--- config.mk ---
export PLATFORM = sky130hd
export DESIGN_NAME = irq_ctrl
export DESIGN_NICKNAME = d
export VERILOG_FILES = /design/src/rtl/irq_ctrl_pkg.sv /design/src/rtl/irq_prio_enc.sv /design/src/rtl/irq_ctrl.sv
export SDC_FILE = /design/constraint.sdc
export NUM_CORES = 1
export LEC_CHECK = 0
export CAP_MARGIN = 20
export CORE_MARGIN = 2
export CORE_UTILIZATION = 25
export DETAILED_ROUTE_END_ITERATION = 8
export PLACE_DENSITY = 0.57
export SYNTH_ARGS = -nofsm -noshare
export SYNTH_HDL_FRONTEND = slang
export SYNTH_HIERARCHICAL = 1
export SYNTH_SLANG_ARGS = --single-unit
--- constraint.sdc ---
create_clock -name clk -period 1.6 [get_ports clk]
set_input_delay 0.4 -clock clk [delete_from_list [all_inputs] [get_ports clk]]
set_output_delay 0.4 -clock clk [all_outputs]
set_load 0.01 [all_outputs]
--- src/rtl/irq_ctrl_pkg.sv ---
// Shared constants for the interrupt controller: register window addresses,
// CTRL register bit positions and miss-counter width.
package irq_ctrl_pkg;

   localparam logic [1:0] REG_PEND  = 2'd0;
   localparam logic [1:0] REG_MASK  = 2'd1;
   localparam logic [1:0] REG_CAUSE = 2'd2;
   localparam logic [1:0] REG_CTRL  = 2'd3;

   localparam int unsigned GEN_BIT      = 0;
   localparam int unsigned MISS_CLR_BIT = 1;
   localparam int unsigned MISS_LSB     = 8;
   localparam int unsigned MISS_W       = 8;

   localparam int unsigned CAUSE_VALID_BIT = 31;

   typedef logic [MISS_W-1:0] miss_t;

   // Saturating increment used by the miss counter.
   function automatic miss_t miss_sat_inc(input miss_t val);
      return (val == '1) ? val : val + miss_t'(1);
   endfunction

endpackage

--- src/rtl/irq_prio_enc.sv ---
// Combinational priority encoder: index of the lowest-numbered set bit of
// vec_i (bit 0 wins) plus a valid flag; index is 0 when nothing is set.
module irq_prio_enc #(
   parameter int unsigned N_SRC = 8
) (
   input  logic [N_SRC-1:0] vec_i,
   output logic [3:0]       idx_o,
   output logic             valid_o
);

   always_comb begin
      idx_o   = '0;
      valid_o = |vec_i;
      // Walk downward so the lowest set index is the last one assigned.
      for (int i = int'(N_SRC) - 1; i >= 0; i--) begin
         if (vec_i[i]) begin
            idx_o = 4'(i);
         end
      end
   end

endmodule

--- src/rtl/irq_ctrl.sv ---
// Memory-mapped interrupt controller: edge-detects N_SRC sources into pending
// bits, applies mask/global enable and drives a registered int_out.
// Define IRQ_CTRL_SYNC_EN to insert a SYNC_STAGES flop synchronizer per source.
module irq_ctrl
   import irq_ctrl_pkg::*;
#(
   parameter int unsigned N_SRC       = 8,
   parameter int unsigned SYNC_STAGES = 2
) (
   input  logic             clk,
   input  logic             rst,
   input  logic [N_SRC-1:0] irq_src,
   input  logic             int_we,
   input  logic [1:0]       int_addr,
   input  logic [31:0]      int_wdata,
   output logic [31:0]      int_rdata,
   output logic             int_out
);

   if (N_SRC < 1 || N_SRC > 16) begin : g_bad_n_src
      $error("irq_ctrl: N_SRC must be in 1..16");
   end
   if (SYNC_STAGES < 2 || SYNC_STAGES > 3) begin : g_bad_sync_stages
      $error("irq_ctrl: SYNC_STAGES must be in 2..3");
   end

   logic [N_SRC-1:0] src_lvl;
   logic [N_SRC-1:0] prev_q;
   logic [N_SRC-1:0] src_rise;
   logic [N_SRC-1:0] pend_q, pend_d;
   logic [N_SRC-1:0] mask_q, mask_d;
   logic [N_SRC-1:0] clr;
   logic             gen_q, gen_d;
   miss_t            miss_q, miss_d;
   logic             int_out_q, int_out_d;
   logic             wr_pend, wr_mask, wr_ctrl;
   logic             miss_hit;
   logic [3:0]       cause_idx;
   logic             cause_valid;

`ifdef IRQ_CTRL_SYNC_EN
   logic [SYNC_STAGES-1:0][N_SRC-1:0] sync_q;

   always_ff @(posedge clk or posedge rst) begin
      if (rst) begin
         sync_q <= '0;
      end else begin
         sync_q[0] <= irq_src;
         for (int s = 1; s < int'(SYNC_STAGES); s++) begin
            sync_q[s] <= sync_q[s-1];
         end
      end
   end

   assign src_lvl = sync_q[SYNC_STAGES-1];
`else
   assign src_lvl = irq_src;
`endif

   assign src_rise = src_lvl & ~prev_q;

   assign wr_pend = int_we && (int_addr == REG_PEND);
   assign wr_mask = int_we && (int_addr == REG_MASK);
   assign wr_ctrl = int_we && (int_addr == REG_CTRL);

   assign clr = wr_pend ? int_wdata[N_SRC-1:0] : '0;

   // A bit being cleared this cycle does not count as a miss; set wins over W1C.
   assign miss_hit = |(src_rise & pend_q & ~clr);

   always_comb begin
      pend_d    = (pend_q & ~clr) | src_rise;
      mask_d    = mask_q;
      gen_d     = gen_q;
      miss_d    = miss_q;
      int_out_d = gen_q & |(pend_q & mask_q);

      if (wr_mask) begin
         mask_d = int_wdata[N_SRC-1:0];
      end
      if (wr_ctrl) begin
         gen_d = int_wdata[GEN_BIT];
      end
      if (wr_ctrl && int_wdata[MISS_CLR_BIT]) begin
         miss_d = '0;
      end else if (miss_hit) begin
         miss_d = miss_sat_inc(miss_q);
      end
   end

   always_ff @(posedge clk or posedge rst) begin
      if (rst) begin
         prev_q    <= '0;
         pend_q    <= '0;
         mask_q    <= '0;
         gen_q     <= 1'b0;
         miss_q    <= '0;
         int_out_q <= 1'b0;
      end else begin
         prev_q    <= src_lvl;
         pend_q    <= pend_d;
         mask_q    <= mask_d;
         gen_q     <= gen_d;
         miss_q    <= miss_d;
         int_out_q <= int_out_d;
      end
   end

   irq_prio_enc #(
      .N_SRC (N_SRC)
   ) u_prio_enc (
      .vec_i   (pend_q & mask_q),
      .idx_o   (cause_idx),
      .valid_o (cause_valid)
   );

   always_comb begin
      int_rdata = '0;
      unique case (int_addr)
         REG_PEND:  int_rdata[N_SRC-1:0] = pend_q;
         REG_MASK:  int_rdata[N_SRC-1:0] = mask_q;
         REG_CAUSE: begin
            int_rdata[CAUSE_VALID_BIT] = cause_valid;
            int_rdata[3:0]             = cause_idx;
         end
         REG_CTRL: begin
            int_rdata[GEN_BIT]                = gen_q;
            int_rdata[MISS_LSB +: MISS_W]     = miss_q;
         end
         default:   int_rdata = '0;
      endcase
   end

   assign int_out = int_out_q;

   logic unused_wdata;
   assign unused_wdata = ^int_wdata;

endmodule

==> out/results.ini, run 1 <==
[placement]
portBuffers=38
place.gp.congestion=0.817
place_ws_ps=-942
post_dp_cell_area_um2=2980
dp_hpwl_um=4070
dp.cells=406

[cells_and_area]
fillers=812
antennaDiodeCount=0
final_util=0.409
layoutNonFillerInstCount=434
areaGrowthSynthToFinish_pct=60.2
final_area_um2=3340
final_cell_mix=buf_4 (63), dfrtp_1 (34), nand2_1 (21)
layout-drive-gt1-share=0.468
nets=374
layout_commonest_cell=buf_4

[clocking]
numCtsBuffers=5
clock_sink_count=34
cts_tree=done
clk-insertion-delay-late_ps=290
cts_buffer_depth=2
clkSlewWorstSetupHoldPaths_ps=70
hold_buffers=0
htreeDepth=2
root_buffer=clkbuf_8

[sta]
fin_crit_sh=1.36
postLayoutSetupSlackWorst_ps=-577
setup_viol_count_final=14
period_needed_ps=2180
fin_skew_ps=7.81
final-max-slew-violation-count=0
finalHoldViolations=0
fmax_mhz=459
rsz0062_at_grt=true

[pwr]
leakage_nw=1.64
vdd_ir_drop_max_mv=0.522
power_mw=3.12
power_density_nw_per_um2=933

[routing]
final_antenna_net_count=0
drtIter0Drc=87
wl_um=6010
wl_per_cell_um=13.9
viasPerCell=4.65
dr.pass1.iters=4
drc=0
dr_total_vias=2018

[grt]
antenna_found_initial=0
overflow=0
grt_pass1_vias=1987
grt_usage=0.135
grt_pass1_wl_um=9470
grt_max_degree=35

[logic_synthesis]
yosysSeqAreaShare=0.407
synth_seq_cells=34
synth_cells=214
synth_flop_cell=dfrtp_1
synth-edff-count=0
ys_warn_count=6
synth_area_leaders=dfrtp_1 (41%), buf_4 (5.8%), mux2i_1 (4.8%), mux2_2 (4.3%), nand4bb_1 (4.3%)
synth_top_area_cell=dfrtp_1
synth.top_cell.area_share=0.407
synthesis.area_um2=2090
synthArstFlopShare=1.00
yosysUniqueCellTypes=41
synth_area_per_cell_um2=9.76

[critical_path]
critPathMaxStageDelay_ps=480
crit_path_start_kind=flip-flop
crit_path_end_kind=output pin
worstPathArrival_ps=1780
worstReg2RegStart=pend_q[4]
regToRegEndpoint=miss_q[5]
worstPathCellList=and2_4 > nor2b_1 > o21bai_1 > o41ai_1 > mux4_2 > buf_6
worstPathRequired_ps=1200
path_delay_family=multiplexers
crit_fanout=2
reg2regPathDepth=8
slowest_stage=mux4_2
path_class=reg -> out
r2r_slack_ps=-90
cp_num_buf_inv=1

[die]
initial_core_util=0.255
die-area_um2=9100
die_x_um=95.4
io_pins=78
die_h_um=95.4
placementRows=33
core-area_um2=8180

[worst_hold_path]
min_path_cells=1
hold_end=prev_q[1]
hp-start=irq_src[1]
min_path_type=in -> reg

[run_status]
violations=setup timing
outcome=complete, but fails checks

[job]
cap_violations=0

cells by family after synthesis:
group	after synthesis	share of synthesized area
other	2	0.00360
flip-flops	34	0.407
AND/OR/NAND/NOR	86	0.254
multiplexers	19	0.102
buffers and inverters	36	0.102
AO/OA/AOI/OAI	36	0.125
adder cells (fa/ha/maj)	1	0.00599
sequential cells by signal, summed over array words and instances (netlist names):
register  flops
pend_q        8
mask_q        8
miss_q        8
gen_q         1
prev_q        8
int_out       1
worst max-delay path by stage:
| stage | startpoint | endpoint | slack [ps] | cells past startpoint |
|---|---|---|---|---|
| 2_1_floorplan | pend_q[3] | int_rdata[0] | -90 | 5 |
| 3_3_place_gp | int_addr[0] | int_rdata[3] | -910 | 6 |
| 3_5_place_dp | int_addr[0] | int_rdata[3] | -940 | 6 |
| 4_1_cts | pend_q[3] | int_rdata[0] | -580 | 6 |
| 5_1_grt | pend_q[3] | int_rdata[0] | -630 | 6 |
| 6_report | pend_q[3] | int_rdata[0] | -580 | 6 |
worst register-to-register path, cell delays in order (launching register included):
cell      delay [ps]
dfrtp_1          400
buf_6            120
buf_6            110
and3b_1          160
a32oi_2          190
and4_4           270
buf_6            140
a2111o_1         160
o21ai_2           60
cell type report:
class	instances	area, µm²	area share
clock inverters	1	5.00	0.00150
well taps	105	131	0.0393
repair buffers	116	962	0.288
multi-input cells	159	1260	0.378
flip-flops and latches	34	851	0.254
inverters	12	45.0	0.0135
clock buffers	7	86.3	0.0258
per-stage QoR:
stage                     hold slack, ps  TNS [ps]
after CTS                            361     -1850
final                                366     -2400
after detailed placement             440    -23490
after global placement               430    -22790
after floorplan                      426     -91.3
after global routing                 362     -3410
where the power goes:
| part | switching [mW] | internal, mW | total (mW) |
|---|---|---|---|
| clock | 0.321 | 0.347 | 0.668 |
| combinational | 0.588 | 0.749 | 1.34 |
| sequential | 0.107 | 1.01 | 1.11 |
cells in the mapped netlist, drive strengths merged (4+ instances only):
library cell	n
dfrtp	34
nand2	22
buf	21
o21ai	16
and3	12
inv	12
mux2i	10
and2	9
nor2	9
mux2	8
nand4bb	8
nand4b	6
a21oi	5
nand4	4
routing by layer:
metal / track usage / share of wire / up-vias
li1: - / - / 963
met1: 0.170 / 0.43 / 976
met2: 0.229 / 0.49 / 72
met3: 0.0285 / 0.060 / 7
met4: 0.0500 / 0.016 / 0
met5: 0 / 0 / -
what timing repair did:
| item | CTS | global route |
|---|---|---|
| gates resized for setup | 138 | 22 |
| pin swaps | 30 | 13 |
| cloned | 3 | 0 |
| buffers inserted | 12 | 7 |
| setup endpoints to repair | 33 | 15 |
(Power assumes the default switching activity.)
==> run 2, diff against run 1 <==
--- a/config.mk
+++ b/config.mk
@@ -6,11 +6,11 @@
 export NUM_CORES = 1
 export LEC_CHECK = 0
 export CAP_MARGIN = 20
+export CORE_ASPECT_RATIO = 1.4
 export CORE_MARGIN = 2
 export CORE_UTILIZATION = 25
 export DETAILED_ROUTE_END_ITERATION = 8
-export PLACE_DENSITY = 0.57
+export PLACE_DENSITY = 0.59
 export SYNTH_ARGS = -nofsm -noshare
 export SYNTH_HDL_FRONTEND = slang
-export SYNTH_HIERARCHICAL = 1
 export SYNTH_SLANG_ARGS = --single-unit
==> run 2 against run 1 <==
Against the previous run: the run still ends with setup timing left; sequential cell count is the same; clock skew shrank 0.77 ps; global-route usage grew 0.26 points; critical path type unchanged; critical endpoint is now int_rdata[1]; largest power group is now registers.
==> out/results.ini, run 2 <==
[run_status]
outcome=complete, but fails checks
violations=setup timing

[cells_and_area]
areaGrowthSynthToFinish_pct=64.1
multi_input_area_um2=1090  ; -13%
layout-drive-gt1-share=0.449  ; -0.0189
fillers=722  ; -11%
layout_commonest_cell=buf_4
nets=351  ; -6.1%
regArea_um2=851  ; unchanged
layoutNonFillerInstCount=402  ; -7.4%
antennaDiodeCount=0  ; unchanged
final_cell_mix=buf_4 (48), dfrtp_1 (34), nand2_1 (30)
final_area_um2=3030  ; -9.3%

[logic_synthesis]
yosysUniqueCellTypes=34  ; -17%
synth_seq_cells=34  ; unchanged
synth_area_leaders=dfrtp_1 (46%), nand2_1 (7.3%), buf_4 (6.1%), mux2_2 (4.9%), mux2i_1 (4.3%)
synth_top_family_by_area=simple AND/OR/NAND/NOR gates
synth-simple-area-share=0.233  ; -0.0211
synth_top_area_cell=dfrtp_1
synthAdderAreaFrac=0.00677  ; +0.000779
synth_area_per_cell_um2=9.29  ; -4.8%
synthesis.area_um2=1850  ; -12%
yosysSeqAreaShare=0.460  ; +0.0530
synthXorXnorAreaFrac=0.0142  ; +0.0142
synth.top_cell.area_share=0.460  ; +0.0530
synth_flop_cell=dfrtp_1
synthArstFlopShare=1.00  ; unchanged
synth.cells.most_frequent=nand2_1 (36), dfrtp_1 (34), buf_4 (15)
ys_warn_count=0  ; -6
synth_cells=199  ; -7.0%
synth-edff-count=0  ; unchanged
yosysMostFrequentCell=nand2_1
synth.mux.area_fraction=0.0921  ; -0.00978
synth-compound-area-share=0.114  ; -0.0109

[pwr]
net-switching-power_mw=0.937  ; -7.7%
p_int_mw=1.87  ; -11%
power_density_nw_per_um2=924  ; -0.89%
pwr-share-seq=0.405  ; +0.048
combPwrFrac=0.383  ; -0.046
p_sw_frac=0.334  ; +0.00881
vdd_ir_drop_max_mv=0.298  ; -43%
leakage_nw=1.45  ; -12%
clockPowerShare=0.213  ; about the same

[die]
die_h_um=106  ; +11%
initial_core_util=0.254  ; -0.00117
core-area_um2=7270  ; -11%
io_pins=78  ; unchanged
die_x_um=76.7  ; -20%
placementRows=37  ; +12%
die-area_um2=8110  ; -11%

[grt]
grtUsageMet1=0.151  ; -0.0197
grt_pass1_vias=1864  ; -6.2%
gr-usage-met2=0.247  ; +0.0186
grt_usage=0.138  ; +0.00258
antenna_found_initial=0  ; unchanged
grt_busiest_layer=met2
grt_pass1_wl_um=8780  ; -7.3%
grt_max_degree=35  ; unchanged
grtUsageMet3=0.0377  ; +0.00921
overflow=0  ; unchanged

[placement]
portBuffers=38  ; unchanged
place_ws_ps=-929  ; +13.5 ps
dp.cells=370  ; -8.9%
dp_hpwl_um=3650  ; -10%
post_dp_cell_area_um2=2640  ; -12%
place.gp.congestion=0.811  ; -0.66%

[sta]
hold_slack_ps=363  ; -3.02 ps
fin_skew_ps=7.04  ; -0.770 ps
postLayoutSetupSlackWorst_ps=-374  ; +203 ps
period_needed_ps=1970  ; -203 ps
final-max-slew-violation-count=0  ; unchanged
finalHoldViolations=0  ; unchanged
rsz0062_at_grt=true
setup_viol_count_final=14  ; unchanged
fin_crit_sh=1.23  ; -0.127
fmax_mhz=506  ; +10%

[routing]
drtIter0Drc=124  ; +43%
final_antenna_net_count=0  ; unchanged
dr.pass1.iters=4  ; unchanged
wl_um=5340  ; -11%
drc=0  ; unchanged
viasPerCell=4.48  ; -3.8%
wl_per_cell_um=13.3  ; -4.0%
dr_total_vias=1799  ; -11%

[critical_path]
crit_path_start_kind=flip-flop
worstPathArrival_ps=1570  ; -210 ps
crit_path_frequent_cell=nand2_1
crit_path_end_kind=output pin
critPathLaunch=pend_q[6]
path_class=reg -> out
worstPathRequired_ps=1200  ; about the same
crit_fanout=3  ; +1
worstReg2RegStart=pend_q[3]
path_delay_family=compound AO/OA/AOI/OAI gates
slowest_stage=dfrtp_1
worstPathCellList=buf_4 > a22oi_2 > o21ai_2 > nand2_1 > nand2_1 > o211ai_1 > o21ai_1 > buf_2
critPathMaxStageDelay_ps=390  ; -90 ps
cp_num_buf_inv=2  ; +1

[clocking]
clock_sink_count=34  ; unchanged
clk-insertion-delay-late_ps=290  ; about the same
clkSlewWorstSetupHoldPaths_ps=70  ; about the same
cts_tree=done
hold_buffers=0  ; unchanged
htreeDepth=2  ; unchanged
cts_buffer_depth=2  ; unchanged
root_buffer=clkbuf_8
numCtsBuffers=5  ; unchanged

[worst_hold_path]
hp-start=irq_src[1]
min_path_type=in -> reg

[job]
cap_violations=0  ; unchanged

-- run 2: final cells by class --
type | count | area share
Timing Repair Buffer | 105 | 0.289
Clock buffer | 5 | 0.0227
Inverter | 3 | 0.00371
Clock inverter | 2 | 0.00330
Sequential cell | 34 | 0.281
Tap cell | 97 | 0.0400
Multi-Input combinational cell | 156 | 0.361
-- run 2: metal layers --
layer | vias up | routed length [µm]
li1 | 870 | -
met1 | 880 | 2150
met2 | 45 | 2910
met3 | 4 | 209
met4 | 0 | 75
met5 | - | 0
-- run 2: worst reg2reg max path, stage by stage, from the launching register on --
cell and delay (ps):
dfrtp_1 400, buf_4 130, buf_6 80, buf_6 90, nand2_2 70, o221ai_4 220
o21ai_4 130, buf_6 140, or3_4 360, a21oi_2 130
-- run 2: cell families after synthesis --
logic type | after synthesis
muxes | 16
AOI/OAI and AO/OA | 31
DFF | 34
adders and majority gates | 1
buffers and inverters | 23
and+or+nand+nor | 90
other | 1
xor gates and xnor gates | 3
-- run 2: power groups by stage --
stage / registers (mW) / clock network [mW] / logic, mW
after floorplan: 1.12 / 0 / 0.460
after CTS: 1.13 / 0.614 / 0.952
final: 1.13 / 0.596 / 1.07
after global routing: 1.16 / 0.658 / 1.17
after global placement: 1.13 / 0 / 0.875
after detailed placement: 1.13 / 0 / 0.891
-- run 2: stage by stage --
stage | TNS [ps] | total power, mW | util
final | -2870 | 2.80 | 0.417
after global routing | -3960 | 2.99 | 0.417
after CTS | -2010 | 2.70 | 0.394
after detailed placement | -23800 | 2.02 | 0.363
after global placement | -23090 | 2.01 | 0.363
after floorplan | -300 | 1.58 | -
-- run 2: path summary, 6_finish.rpt --
check                          endpoint  slack (ps)  cells after the start
max in group asynchronous     pend_q[5]         960                      3
setup reg to reg              miss_q[5]        -210                      9
min in group asynchronous     prev_q[3]         450                      3
hold reg to reg               pend_q[6]         540                      2
hold / removal                prev_q[1]         360                      1
setup / recovery           int_rdata[1]        -370                      8
-- run 2: repair_timing --
item | 4_1_cts | 5_1_grt
pin swaps | 24 | 22
endpoints found under the setup margin | 32 | 17
hold endpoints to repair | 0 | 0
cloned | 2 | 0
buffers inserted | 16 | 9
resized for setup | 133 | 27
==> run 3, diff against run 2 <==
--- a/config.mk
+++ b/config.mk
@@ -5,7 +5,7 @@
 export SDC_FILE = /design/constraint.sdc
 export NUM_CORES = 1
 export LEC_CHECK = 0
-export CAP_MARGIN = 20
+export CAP_MARGIN = 40
 export CORE_ASPECT_RATIO = 1.4
 export CORE_MARGIN = 2
 export CORE_UTILIZATION = 25
==> results of run 3 <==
Same layout as run 2: the final DEF is identical, and so are final timing and power.
==> RTL edit, RTL diff (settings of run 3) <==
`N_SRC` is set to 8 in 2 places; all go to 7.
--- a/src/rtl/irq_prio_enc.sv
+++ b/src/rtl/irq_prio_enc.sv
@@ -2,5 +2,5 @@
 // vec_i (bit 0 wins) plus a valid flag; index is 0 when nothing is set.
 module irq_prio_enc #(
-   parameter int unsigned N_SRC = 8
+   parameter int unsigned N_SRC = 7
 ) (
    input  logic [N_SRC-1:0] vec_i,
--- a/src/rtl/irq_ctrl.sv
+++ b/src/rtl/irq_ctrl.sv
@@ -5,5 +5,5 @@
    import irq_ctrl_pkg::*;
 #(
-   parameter int unsigned N_SRC       = 8,
+   parameter int unsigned N_SRC       = 7,
    parameter int unsigned SYNC_STAGES = 2
 ) (
Ports: changed (resized irq_src); port bits go from 78 to 77. The function was not compared with the original's and may differ.
==> RTL edit against run 3 <==
  * The flow still finishes with violations (setup timing)
  * Setup slack lost 0.14 ns
  * Via count decreased by 5.4%
  * Sequential cell count fell by 3
  * Sequential share of layout area shrank 2.9 points
  * Die area up 0.19%
  * Total power increased by 0.95%
  * Maximum frequency fell by 6.7%
  * Combinational power rose by 9%
  * Area after synthesis grew 0.20%
  * Count of clock-buffer cells in the layout is 1 higher
  * Design area is 1.9% higher
  * Routed wire length is 2.6% lower
  * Worst hold slack better by 0.091 ns
  * Largest power group is now combinational cells
  * Highest routed layer unchanged
==> RTL edit: results (changes against run 3) <==
.. list-table::
   :header-rows: 1

   * - Metric
     - Value
   * - Outcome
     - finished, violations left
   * - Failing checks
     - setup timing
   * - Number of diodes
     - 0 (unchanged)
   * - Total of buffers placed on input and output ports
     - 35 (-7.9%)
   * - Placer's final routability congestion estimate
     - 0.884 (+8.9%)
   * - Hold Worst Slack
     - 0.454 ns (+0.0906 ns)
   * - Total placed cells including tap cells
     - 361 (-2.4%)
   * - Deepest clock path buffer count
     - 2 (unchanged)
   * - Share of final-layout standard cells stronger than drive strength 1
     - 45.6% (+0.73 points)
   * - Worst VDD drop
     - 0.000575 V (+93%)
   * - Leak pwr
     - 1.43 nW (-1.1%)
   * - Path depth of the worst reg2reg path
     - 8 (-1)
   * - Largest register FFs
     - 8
   * - Level count of the clock H-tree
     - 2 (unchanged)
   * - Worst reg2reg path startpoint
     - pend_q[5]$_DFF_PP0_
   * - Via count of the first global-routing pass
     - 1771 (-5.0%)
   * - Number of clock buffers inserted by TritonCTS
     - 5 (unchanged)
   * - Hold/Removal Path Class
     - in2async
   * - Most frequent cells after synthesis
     - dfrtp_1 (31), nand2_1 (27), buf_4 (17)
   * - Routed via count divided by cell count
     - 4.43 (-1.0%)
   * - Post-Place Worst Slack
     - -0.981 ns (-0.0519 ns)
   * - First-pass GRT wire length
     - 8450 um (-3.8%)
   * - Sequential share of the synthesized area
     - 41.9% (-4.1 points)
   * - Cells after Synth
     - 191 (-4.0%)
   * - Cell type of the slowest stage on the worst timing path
     - mux4_2
   * - Unique cell type count in the Yosys netlist
     - 40 (+18%)
   * - Clock slew at reported path FFs
     - 0.07 ns (about the same)
   * - Synth Warn #
     - 0 (unchanged)
   * - Worst skew pair latency
     - around 0.28 ns
   * - GR Util All Layers
     - 13.2% (-0.64 points)
   * - Half-perimeter wire length of the detailed placement result
     - 3580 um (-1.9%)
   * - Aggregate routed wire length
     - 5210 um (-2.6%)
   * - Final count of negative-setup-slack endpoints
     - 18 (+4)
   * - Antenna violations before repair
     - 0 (unchanged)
   * - Largest register by flop count
     - miss_q
   * - Drt first-iter violations
     - 65 (-48%)
   * - Reg2Reg Capture Point
     - miss_q[6]$_DFFE_PP0P_
   * - Largest net degree at the start of global routing
     - 32 (-8.6%)
   * - Non-filler instance count after layout
     - 384 (-4.5%)
   * - Final net count
     - 332 (-5.4%)
   * - Clock root buffer master
     - clkbuf_8
   * - Worst path top cell family by delay
     - multiplexers
   * - Post-route ant nets
     - 0 (unchanged)
   * - Delay of the slowest critical-path stage
     - 0.46 ns (+0.07 ns)
   * - Max Fanout on Critical Path
     - 2 (-1)
   * - TNS Setup
     - -3.46 ns (-0.598 ns)
   * - Setup ws final
     - -0.517 ns (-0.143 ns)
   * - Skew final
     - 0.00363 ns (-0.00340 ns)
   * - DR pass1 iterations
     - 4 (unchanged)
   * - Proportion of register bits with asynchronous set or reset after synthesis
     - 100% (unchanged)
   * - Instance area at placement
     - 2600 um^2 (-1.4%)
   * - Register-to-Register Setup Slack
     - -0.03 ns (+0.18 ns)
   * - Top area cells in the synthesized netlist
     - dfrtp_1 (42%), mux2i_1 (7.0%), buf_4 (6.9%)
RTL edit: layout make-up:
| cell class | count | area [um^2] |
|---|---|---|
| clock inverters | 1 | 5.00 |
| repair buffers | 96 | 896 |
| clock buffers | 6 | 82.6 |
| inverters | 10 | 37.5 |
| well taps | 97 | 121 |
| flip-flops and latches | 31 | 776 |
| fillers | 700 | 4180 |
| multi-input cells | 143 | 1170 |
RTL edit: what timing repair did:
item                       CTS  global route
resized for setup          125            19
pin swaps                   25            16
setup endpoints to repair   36            24
buffers inserted            15             6
gates cloned                 1             0
hold endpoints to repair     0             0
RTL edit: kinds of logic after synthesis:
| group | count (synthesis) | synth area share (%) |
|---|---|---|
| compound gates | 38 | 14.5 |
| fa+ha+maj | 1 | 0.676 |
| buf+inv | 32 | 10.0 |
| flops | 31 | 41.9 |
| mux | 21 | 12.5 |
| other cells | 1 | 0.203 |
| simple gates | 67 | 20.3 |
RTL edit: tightest hold or removal path, delay by kind of cell:
kind	cells	cell delay (ns)
buf+inv	3	0.69
RTL edit: routing by layer:
layer | vias to the layer above | global-route usage, % | part of all wire, %
li1 | 832 | - | -
met1 | 811 | 15.0 | 39
met2 | 47 | 24.1 | 55
met3 | 11 | 2.40 | 3.7
met4 | 0 | 4.94 | 2.2
met5 | - | 0 | 0
RTL edit: report_power, final:
group / internal (mW) / switching [mW] / total, mW
clock: 0.337 / 0.289 / 0.626
combinational: 0.649 / 0.524 / 1.17
sequential: 0.924 / 0.108 / 1.03
total: 1.91 / 0.921 / 2.83
RTL edit: how the worst max path moves through the flow:
stage	start	to	slack (ns)	cells after the start
5_1_grt	pend_q[4]$_DFF_PP0_	int_rdata[0]	-0.57	6
3_5_place_dp	int_addr[1]	int_rdata[2]	-0.98	5
3_3_place_gp	int_addr[1]	int_rdata[2]	-0.97	5
2_1_floorplan	int_addr[0]	int_rdata[2]	-0.04	4
4_1_cts	pend_q[4]$_DFF_PP0_	int_rdata[0]	-0.55	6
6_report	pend_q[5]$_DFF_PP0_	int_rdata[0]	-0.52	5
